<file path="src/rtl/pkt_emitter.sv">
// pkt_emitter: turns one metadata descriptor into a packet of 64-byte flits.
//
// A descriptor is accepted in IDLE, then the block emits a packet of
// ceil((hdr_len + len) / 64) flits (a zero total counts as one byte). Each
// byte carries a counting pattern seeded by an 8-bit per-packet sequence
// number. The descriptor is echoed unmodified on the metadata channel. Both
// output channels complete independently. The block returns to IDLE once the
// eop flit and the metadata have both been taken.
//
// Descriptor layout (metadata_t, packed): [31:16] hdr_len, [15:0] len.
//
// Handshakes: a transfer happens on a channel only in a cycle where its valid
// and ready are both high. A valid that is raised stays high, with its payload
// held stable, until the transfer.
//
// Ports:
//   clk, rst_n                   clock, asynchronous active-low reset
//   in_meta_data/valid/ready     descriptor input channel
//   out_pkt_data/valid/ready     packet flit output channel
//   out_pkt_sop/eop/empty        first/last flit markers, unused bytes in eop flit
//   out_meta_data/valid/ready    descriptor echo channel
//   stats_out_pkt/bytes          completed packet count and byte total
//   dbg_state                    current FSM state (0 = IDLE, 1 = BUSY)
module pkt_emitter #(
    parameter int DATA_W = 512,
    parameter int META_W = 32
) (
    input  logic              clk,
    input  logic              rst_n,
    input  logic [META_W-1:0] in_meta_data,
    input  logic              in_meta_valid,
    output logic              in_meta_ready,
    output logic [DATA_W-1:0] out_pkt_data,
    output logic              out_pkt_valid,
    input  logic              out_pkt_ready,
    output logic              out_pkt_sop,
    output logic              out_pkt_eop,
    output logic [5:0]        out_pkt_empty,
    output logic [META_W-1:0] out_meta_data,
    output logic              out_meta_valid,
    input  logic              out_meta_ready,
    output logic [31:0]       stats_out_pkt,
    output logic [63:0]       stats_out_bytes,
    output logic              dbg_state
);

    localparam int NB = DATA_W / 8;

    typedef enum logic {
        IDLE = 1'b0,
        BUSY = 1'b1
    } state_t;

    state_t            state_q, state_d;
    logic [META_W-1:0] meta_q, meta_d;
    logic [16:0]       total_q, total_d;
    logic [11:0]       rem_q, rem_d;       // flits left after the current one
    logic [5:0]        empty_q, empty_d;
    logic [7:0]        seq_q, seq_d;       // sequence number for the next packet
    logic [7:0]        base_q, base_d;     // byte 0 value of the current flit
    logic              sop_q, sop_d;
    logic              pkt_done_q, pkt_done_d;
    logic              meta_done_q, meta_done_d;
    logic [31:0]       st_pkt_q, st_pkt_d;
    logic [63:0]       st_bytes_q, st_bytes_d;

    logic [16:0] tot_raw, tot_eff;
    logic [17:0] tot_round;
    logic        pkt_fire, meta_fire, last_flit;

    always_ff @(posedge clk or negedge rst_n) begin
        if (!rst_n) begin
            state_q     <= IDLE;
            meta_q      <= '0;
            total_q     <= '0;
            rem_q       <= '0;
            empty_q     <= '0;
            seq_q       <= '0;
            base_q      <= '0;
            sop_q       <= 1'b0;
            pkt_done_q  <= 1'b0;
            meta_done_q <= 1'b0;
            st_pkt_q    <= '0;
            st_bytes_q  <= '0;
        end else begin
            state_q     <= state_d;
            meta_q      <= meta_d;
            total_q     <= total_d;
            rem_q       <= rem_d;
            empty_q     <= empty_d;
            seq_q       <= seq_d;
            base_q      <= base_d;
            sop_q       <= sop_d;
            pkt_done_q  <= pkt_done_d;
            meta_done_q <= meta_done_d;
            st_pkt_q    <= st_pkt_d;
            st_bytes_q  <= st_bytes_d;
        end
    end

    // Output decode. Payload fields are gated by valid so everything reads 0
    // while idle or in reset.
    always_comb begin
        // rst_n gating keeps ready low during reset and lets it rise in the
        // first cycle after release.
        in_meta_ready  = (state_q == IDLE) && rst_n;
        out_pkt_valid  = (state_q == BUSY) && !pkt_done_q;
        out_meta_valid = (state_q == BUSY) && !meta_done_q;
        last_flit      = (rem_q == 12'd0);
        out_pkt_sop    = out_pkt_valid && sop_q;
        out_pkt_eop    = out_pkt_valid && last_flit;
        out_pkt_empty  = out_pkt_eop ? empty_q : 6'd0;
        out_meta_data  = meta_q;
        out_pkt_data   = '0;
        if (out_pkt_valid) begin
            for (int i = 0; i < NB; i++) begin
                out_pkt_data[8*i +: 8] = base_q + 8'(i);
            end
        end
        stats_out_pkt   = st_pkt_q;
        stats_out_bytes = st_bytes_q;
        dbg_state       = state_q;
    end

    // Next-state logic.
    always_comb begin
        state_d     = state_q;
        meta_d      = meta_q;
        total_d     = total_q;
        rem_d       = rem_q;
        empty_d     = empty_q;
        seq_d       = seq_q;
        base_d      = base_q;
        sop_d       = sop_q;
        pkt_done_d  = pkt_done_q;
        meta_done_d = meta_done_q;
        st_pkt_d    = st_pkt_q;
        st_bytes_d  = st_bytes_q;

        tot_raw   = {1'b0, in_meta_data[31:16]} + {1'b0, in_meta_data[15:0]};
        tot_eff   = (tot_raw == 17'd0) ? 17'd1 : tot_raw;
        tot_round = {1'b0, tot_eff} + 18'd63;   // upper 12 bits = flit count
        pkt_fire  = out_pkt_valid && out_pkt_ready;
        meta_fire = out_meta_valid && out_meta_ready;

        case (state_q)
            IDLE: begin
                if (in_meta_valid && in_meta_ready) begin
                    state_d     = BUSY;
                    meta_d      = in_meta_data;
                    total_d     = tot_eff;
                    rem_d       = tot_round[17:6] - 12'd1;
                    empty_d     = 6'd0 - tot_eff[5:0];
                    base_d      = seq_q;
                    seq_d       = seq_q + 8'd1;
                    sop_d       = 1'b1;
                    pkt_done_d  = 1'b0;
                    meta_done_d = 1'b0;
                end
            end
            BUSY: begin
                if (pkt_fire) begin
                    sop_d = 1'b0;
                    if (last_flit) begin
                        pkt_done_d = 1'b1;
                        st_pkt_d   = st_pkt_q + 32'd1;
                        st_bytes_d = st_bytes_q + {47'd0, total_q};
                    end else begin
                        rem_d  = rem_q - 12'd1;
                        base_d = base_q + 8'd64;
                    end
                end
                if (meta_fire) begin
                    meta_done_d = 1'b1;
                end
                if ((pkt_done_q || (pkt_fire && last_flit)) &&
                    (meta_done_q || meta_fire)) begin
                    state_d = IDLE;
                end
            end
            default: state_d = IDLE;
        endcase
    end

endmodule

</file>
<file path="config.mk">
export PLATFORM = sky130hd
export DESIGN_NAME = pkt_emitter
export DESIGN_NICKNAME = d
export VERILOG_FILES = /design/src/rtl/pkt_emitter.sv
export SDC_FILE = /design/constraint.sdc
export NUM_CORES = 1
export LEC_CHECK = 0
export CORE_AREA = 5 5 263 265
export CTS_CLUSTER_DIAMETER = 100
export DETAILED_ROUTE_END_ITERATION = 7
export DIE_AREA = 0 0 268 270
export PLACE_DENSITY = 0.63
export SLEW_MARGIN = 10
export SYNTH_ARGS = -nofsm -noshare
export SYNTH_HDL_FRONTEND = slang
export SYNTH_SLANG_ARGS = --single-unit
</file>
<file path="constraint.sdc">
create_clock -name clk -period 3.8 [get_ports clk]
set_input_delay 0.57 -clock clk [delete_from_list [all_inputs] [get_ports clk]]
set_output_delay 0.57 -clock clk [all_outputs]
set_load 0.005 [all_outputs]
</file>
==> reports/metrics.sh <==
HOLD_VIOL_FINAL=0
POWER.STATIC_LEAKAGE_nW=10.3
LAYOUT_WORST_PATH_CYCLE_SHARE=1.22
CLOCK_TREE.ROOT_CELL='sky130_fd_sc_hd__clkbuf_16'
CTS.CLK_SLEW.WORST_PATHS_PS=80
PLACER_CONGESTION_ESTIMATE=0.914
ROUTED_WL_UM=67600
FAILED_CHECKS='negative setup slack'
P_INT_mW=16.2
TRITONCTS.NUM_BUFFERS=17
SETUP_VIOL=11
SYNTHFLOPTYPE='sky130_fd_sc_hd__dfrtp_1'
WORST_CLOCK_SKEW_ON_THE_FINAL_LAYOUT_PS=15.0
AREA.GROWTH.SYNTH_TO_FINAL_PCT=50.6
ROW_CNT=95
LAYOUT.CELL_AREA.NON_FILLER_UM2=24200
YOSYS_WARNINGS=0
CRIT_REQUIRED_PS=4140
TIMING.SETUP.CRITICAL_PATH_CLASS='primary input to flip-flop'
FINALMAXSLEWVIOLATIONS=0
POSTSYNTHAREAPERCELL_UM2=7.84
ROUTE.DETAILED.WL_PER_INST_UM=19.6
CRITICAL_PATH.STARTPOINT_TYPE='primary input'
CLOCK_POWER_SHARE=0.069
IOPINCOUNT=689
FIRSTDRTPASSITERS=5
CTS_MAX_LEVEL=4
GRT-OVFL-TOTAL=0
YOSYSSEQAREASHARE=0.283
LAYOUT-DRIVE-GT1-SHARE=0.133
POST_PLACE_INSTANCE_AREA_UM2=23100
TIMING.CRITICAL_PATH.ARRIVAL_PS=4970
SWITCHING_POWER_mW=11.6
RSZ_0062_RAISED_AFTER_GLOBAL_ROUTING='yes'
MIN_PERIOD_PS=4630
IO_BUFFER_COUNT=688
LONGEST_CLK_PATH_BUFS=2
FLOORPLAN.DIE.WIDTH_UM=268
CORE_UM2=66600
MAX_SLEW_MARGIN=0.242
MIN_PATH_TYPE='primary input to flip-flop'
GRT_ANTENNA_BEFORE_REPAIR=2
FLOORPLAN.DIE.HEIGHT_UM=270
COMBINATIONAL_GROUP_SHARE_OF_TOTAL_POWER=0.831
NETLIST_INSTANCES=2049
CTS_TREE='done'
TIMING.FMAX_MHz=216
RUN_STATUS='complete, but fails checks'
SYNTH-EDFF-COUNT=0
WIRE_LENGTH_OF_THE_FIRST_GLOBAL_ROUTING_PASS_UM=101000
VIAS_PER_CELL=4.51
SYNTH_NETS=2146
P_SEQ_FRAC=0.100
DPL.HPWL_UM=54500
CLOCK_SINK_COUNT=182
FINISH.NET_COUNT=2663
FINAL.SETUP.WORST_SLACK_PS=-830
MAX_SLEW.WORST_PIN.SLEW_PS=1130
DRTITER0DRC=965
FILLCELLCOUNT=6875
VIAS_IN_THE_FIRST_GLOBAL_ROUTE=15295
IR_DROP_mV=0.616
SYNTH-ASYNC-RESET-RATIO=1.00
SYNTH_CELL_AREA_UM2=16100
GRT_UTIL_ALL_LAYERS=0.179
CP-END-KIND='flip-flop'
TOTAL_POWER_CONSUMPTION_OF_THE_ROUTED_DESIGN_mW=27.8
YOSYS-TOP-CELLS-AREA='sky130_fd_sc_hd__dfrtp_1 28%, sky130_fd_sc_hd__buf_4 12%, sky130_fd_sc_hd__xnor2_1 12%'
CLK_LATENCY_PS=480
ANT_NETS=0
LARGEST_NET_DEGREE_AT_THE_START_OF_GLOBAL_ROUTING=141
P_PER_AREA_nW_PER_UM2=1150
MAX_CAP_VIOLATIONS=0
POWER.SWITCHING_FRACTION=0.418
SYNTHDISTINCTLIBCELLS=90
YS_FF_LATCH=182
POST-ROUTE-DRC-COUNT=0
SYNTHDOMINANTAREACELLTYPE='sky130_fd_sc_hd__dfrtp_1'
INITIAL_UTILIZATION=0.241
PATH_MAX_FANOUT=6
TOTAL_DIE_AREA_UM2=72400
ROUTED_VIAS=15560
SYNTHDOMINANTCELLAREASHARE=0.283
[area by class of cell]
class	instances	area (µm²)	area share
sequential	182	4560	0.188
inverter	36	135	0.00558
clock buffer	18	439	0.0181
multi-input combinational	1455	9440	0.390
antenna	1	2.50	0.000103
clock inverter	13	180	0.00745
tap	873	1090	0.0451
timing repair buffer	874	8350	0.345
[per-layer routing]
metal	wire (µm)	track usage	vias to the layer above	part of all wire
met5	13	0	-	0.00019
met4	3590	0.0866	2	0.053
met3	4110	0.0373	108	0.061
met2	33300	0.311	547	0.49
met1	26600	0.210	7429	0.39
li1	-	-	7474	-
[worst max-delay path, cell delays in order]
cell,delay [ps]
sky130_fd_sc_hd__buf_8,100
sky130_fd_sc_hd__ha_4,150
sky130_fd_sc_hd__fa_2,350
sky130_fd_sc_hd__a21o_4,220
sky130_fd_sc_hd__a221o_1,370
sky130_fd_sc_hd__a211oi_2,230
sky130_fd_sc_hd__xor2_1,230
sky130_fd_sc_hd__nand3_2,140
sky130_fd_sc_hd__nor4_4,350
sky130_fd_sc_hd__nor2_2,70
sky130_fd_sc_hd__ha_2,210
sky130_fd_sc_hd__o2111a_1,140
sky130_fd_sc_hd__o22ai_2,130
sky130_fd_sc_hd__nor2_2,70
sky130_fd_sc_hd__or4_4,570
sky130_fd_sc_hd__o31ai_4,230
sky130_fd_sc_hd__o2111ai_2,150
sky130_fd_sc_hd__a22o_4,290
sky130_fd_sc_hd__nor4_4,150
sky130_fd_sc_hd__xor2_1,160
sky130_fd_sc_hd__a21oi_1,80
[power by group through the flow]
stage | Clock, mW | Combinational (mW) | Sequential (mW)
2_1_floorplan | 0 | 11.2 | 2.59
3_3_place_gp | 0 | 23.2 | 2.80
3_5_place_dp | 0 | 23.2 | 2.79
4_1_cts | 2.02 | 23.4 | 2.77
5_1_grt | 2.08 | 24.7 | 2.83
6_report | 1.92 | 23.1 | 2.77
[state kept, by name (all words and copies together), names as in the netlist, 5 cells and up]
name,cells
rem_q,12
out_meta_data,32
base_q,8
stats_out_bytes,64
total_q,17
stats_out_pkt,32
empty_q,5
seq_q,8
[worst paths after layout]
path	endpoint	cells past startpoint	slack, ps	startpoint
max in group asynchronous	base_q[7]	3	2020	rst_n
hold / removal	out_meta_data[16]	3	280	in_meta_data[16]
setup / recovery	rem_q[11]	21	-830	in_meta_data[0]
hold reg to reg	stats_out_pkt[31]	1	470	stats_out_pkt[31]
setup reg to reg	stats_out_bytes[28]	15	430	total_q[0]
min in group asynchronous	out_meta_data[24]	2	590	rst_n
[Yosys cell counts (10+ instances only)]
cell                       number
sky130_fd_sc_hd__nand2_1      300
sky130_fd_sc_hd__buf_4        258
sky130_fd_sc_hd__nor2_1       250
sky130_fd_sc_hd__xnor2_1      220
sky130_fd_sc_hd__dfrtp_1      182
sky130_fd_sc_hd__a21oi_1       95
sky130_fd_sc_hd__clkbuf_1      83
sky130_fd_sc_hd__and2_1        76
sky130_fd_sc_hd__o21ai_0       71
sky130_fd_sc_hd__xor2_1        69
sky130_fd_sc_hd__ha_1          58
sky130_fd_sc_hd__nand3_1       53
sky130_fd_sc_hd__and3_1        34
sky130_fd_sc_hd__inv_1         33
sky130_fd_sc_hd__buf_1         25
sky130_fd_sc_hd__nor2b_1       21
sky130_fd_sc_hd__a31oi_1       18
sky130_fd_sc_hd__a21o_1        16
sky130_fd_sc_hd__nand4_1       15
sky130_fd_sc_hd__nor3_1        11
sky130_fd_sc_hd__or3_1         11
sky130_fd_sc_hd__nand2b_1      10
[logic make-up (layout without fill, tap and decap cells)]
| group | after synthesis | count (layout) | share of synthesized area |
|---|---|---|---|
| other | 0 | 1 | 0 |
| flip-flops | 182 | 182 | 0.283 |
| AO/OA/AOI/OAI | 273 | 273 | 0.109 |
| XOR/XNOR | 292 | 292 | 0.161 |
| AND/OR/NAND/NOR | 826 | 826 | 0.239 |
| adder cells (fa/ha/maj) | 60 | 60 | 0.0477 |
| buffers and inverters | 412 | 941 | 0.158 |
| multiplexers | 4 | 4 | 0.00249 |
[cells in the final DEF (no fill, tap or decap), types with 11 or more instances in the layout]
master	n
sky130_fd_sc_hd__o21ai_0	66
sky130_fd_sc_hd__a31oi_1	17
sky130_fd_sc_hd__a21o_1	16
sky130_fd_sc_hd__and2_1	73
sky130_fd_sc_hd__ha_4	12
sky130_fd_sc_hd__and3_1	34
sky130_fd_sc_hd__clkbuf_16	17
sky130_fd_sc_hd__ha_1	40
sky130_fd_sc_hd__inv_1	33
sky130_fd_sc_hd__nand2_1	298
sky130_fd_sc_hd__nand4_1	15
sky130_fd_sc_hd__xnor2_1	215
sky130_fd_sc_hd__or3_1	11
sky130_fd_sc_hd__clkdlybuf4s50_1	651
sky130_fd_sc_hd__dlygate4sd2_1	11
sky130_fd_sc_hd__nand3_1	52
sky130_fd_sc_hd__nor2b_1	21
sky130_fd_sc_hd__nor3_1	11
sky130_fd_sc_hd__dfrtp_1	180
sky130_fd_sc_hd__a21oi_1	90
sky130_fd_sc_hd__xor2_1	69
sky130_fd_sc_hd__buf_4	183
sky130_fd_sc_hd__nor2_1	241
[stage by stage]
stage	TNS (ps)	worst slack (ps)	hold WS [ps]	std cells	utilization
2_1_floorplan	-11220	-1340	274	2049	-
3_3_place_gp	-19310	-1870	447	3405	0.347
3_5_place_dp	-20380	-1930	458	3405	0.347
4_1_cts	-6610	-852	223	3447	0.360
5_1_grt	-8020	-990	243	3452	0.364
6_report	-6180	-830	277	3452	0.364
[what timing repair did]
item	CTS	global route
setup buffers	10	7
resized for setup	72	44
gates cloned	0	0
setup endpoints to repair	42	33
hold buffers	1	0
hold endpoints to repair	23	0
pin swaps	20	21
(Power assumes the default switching activity.)
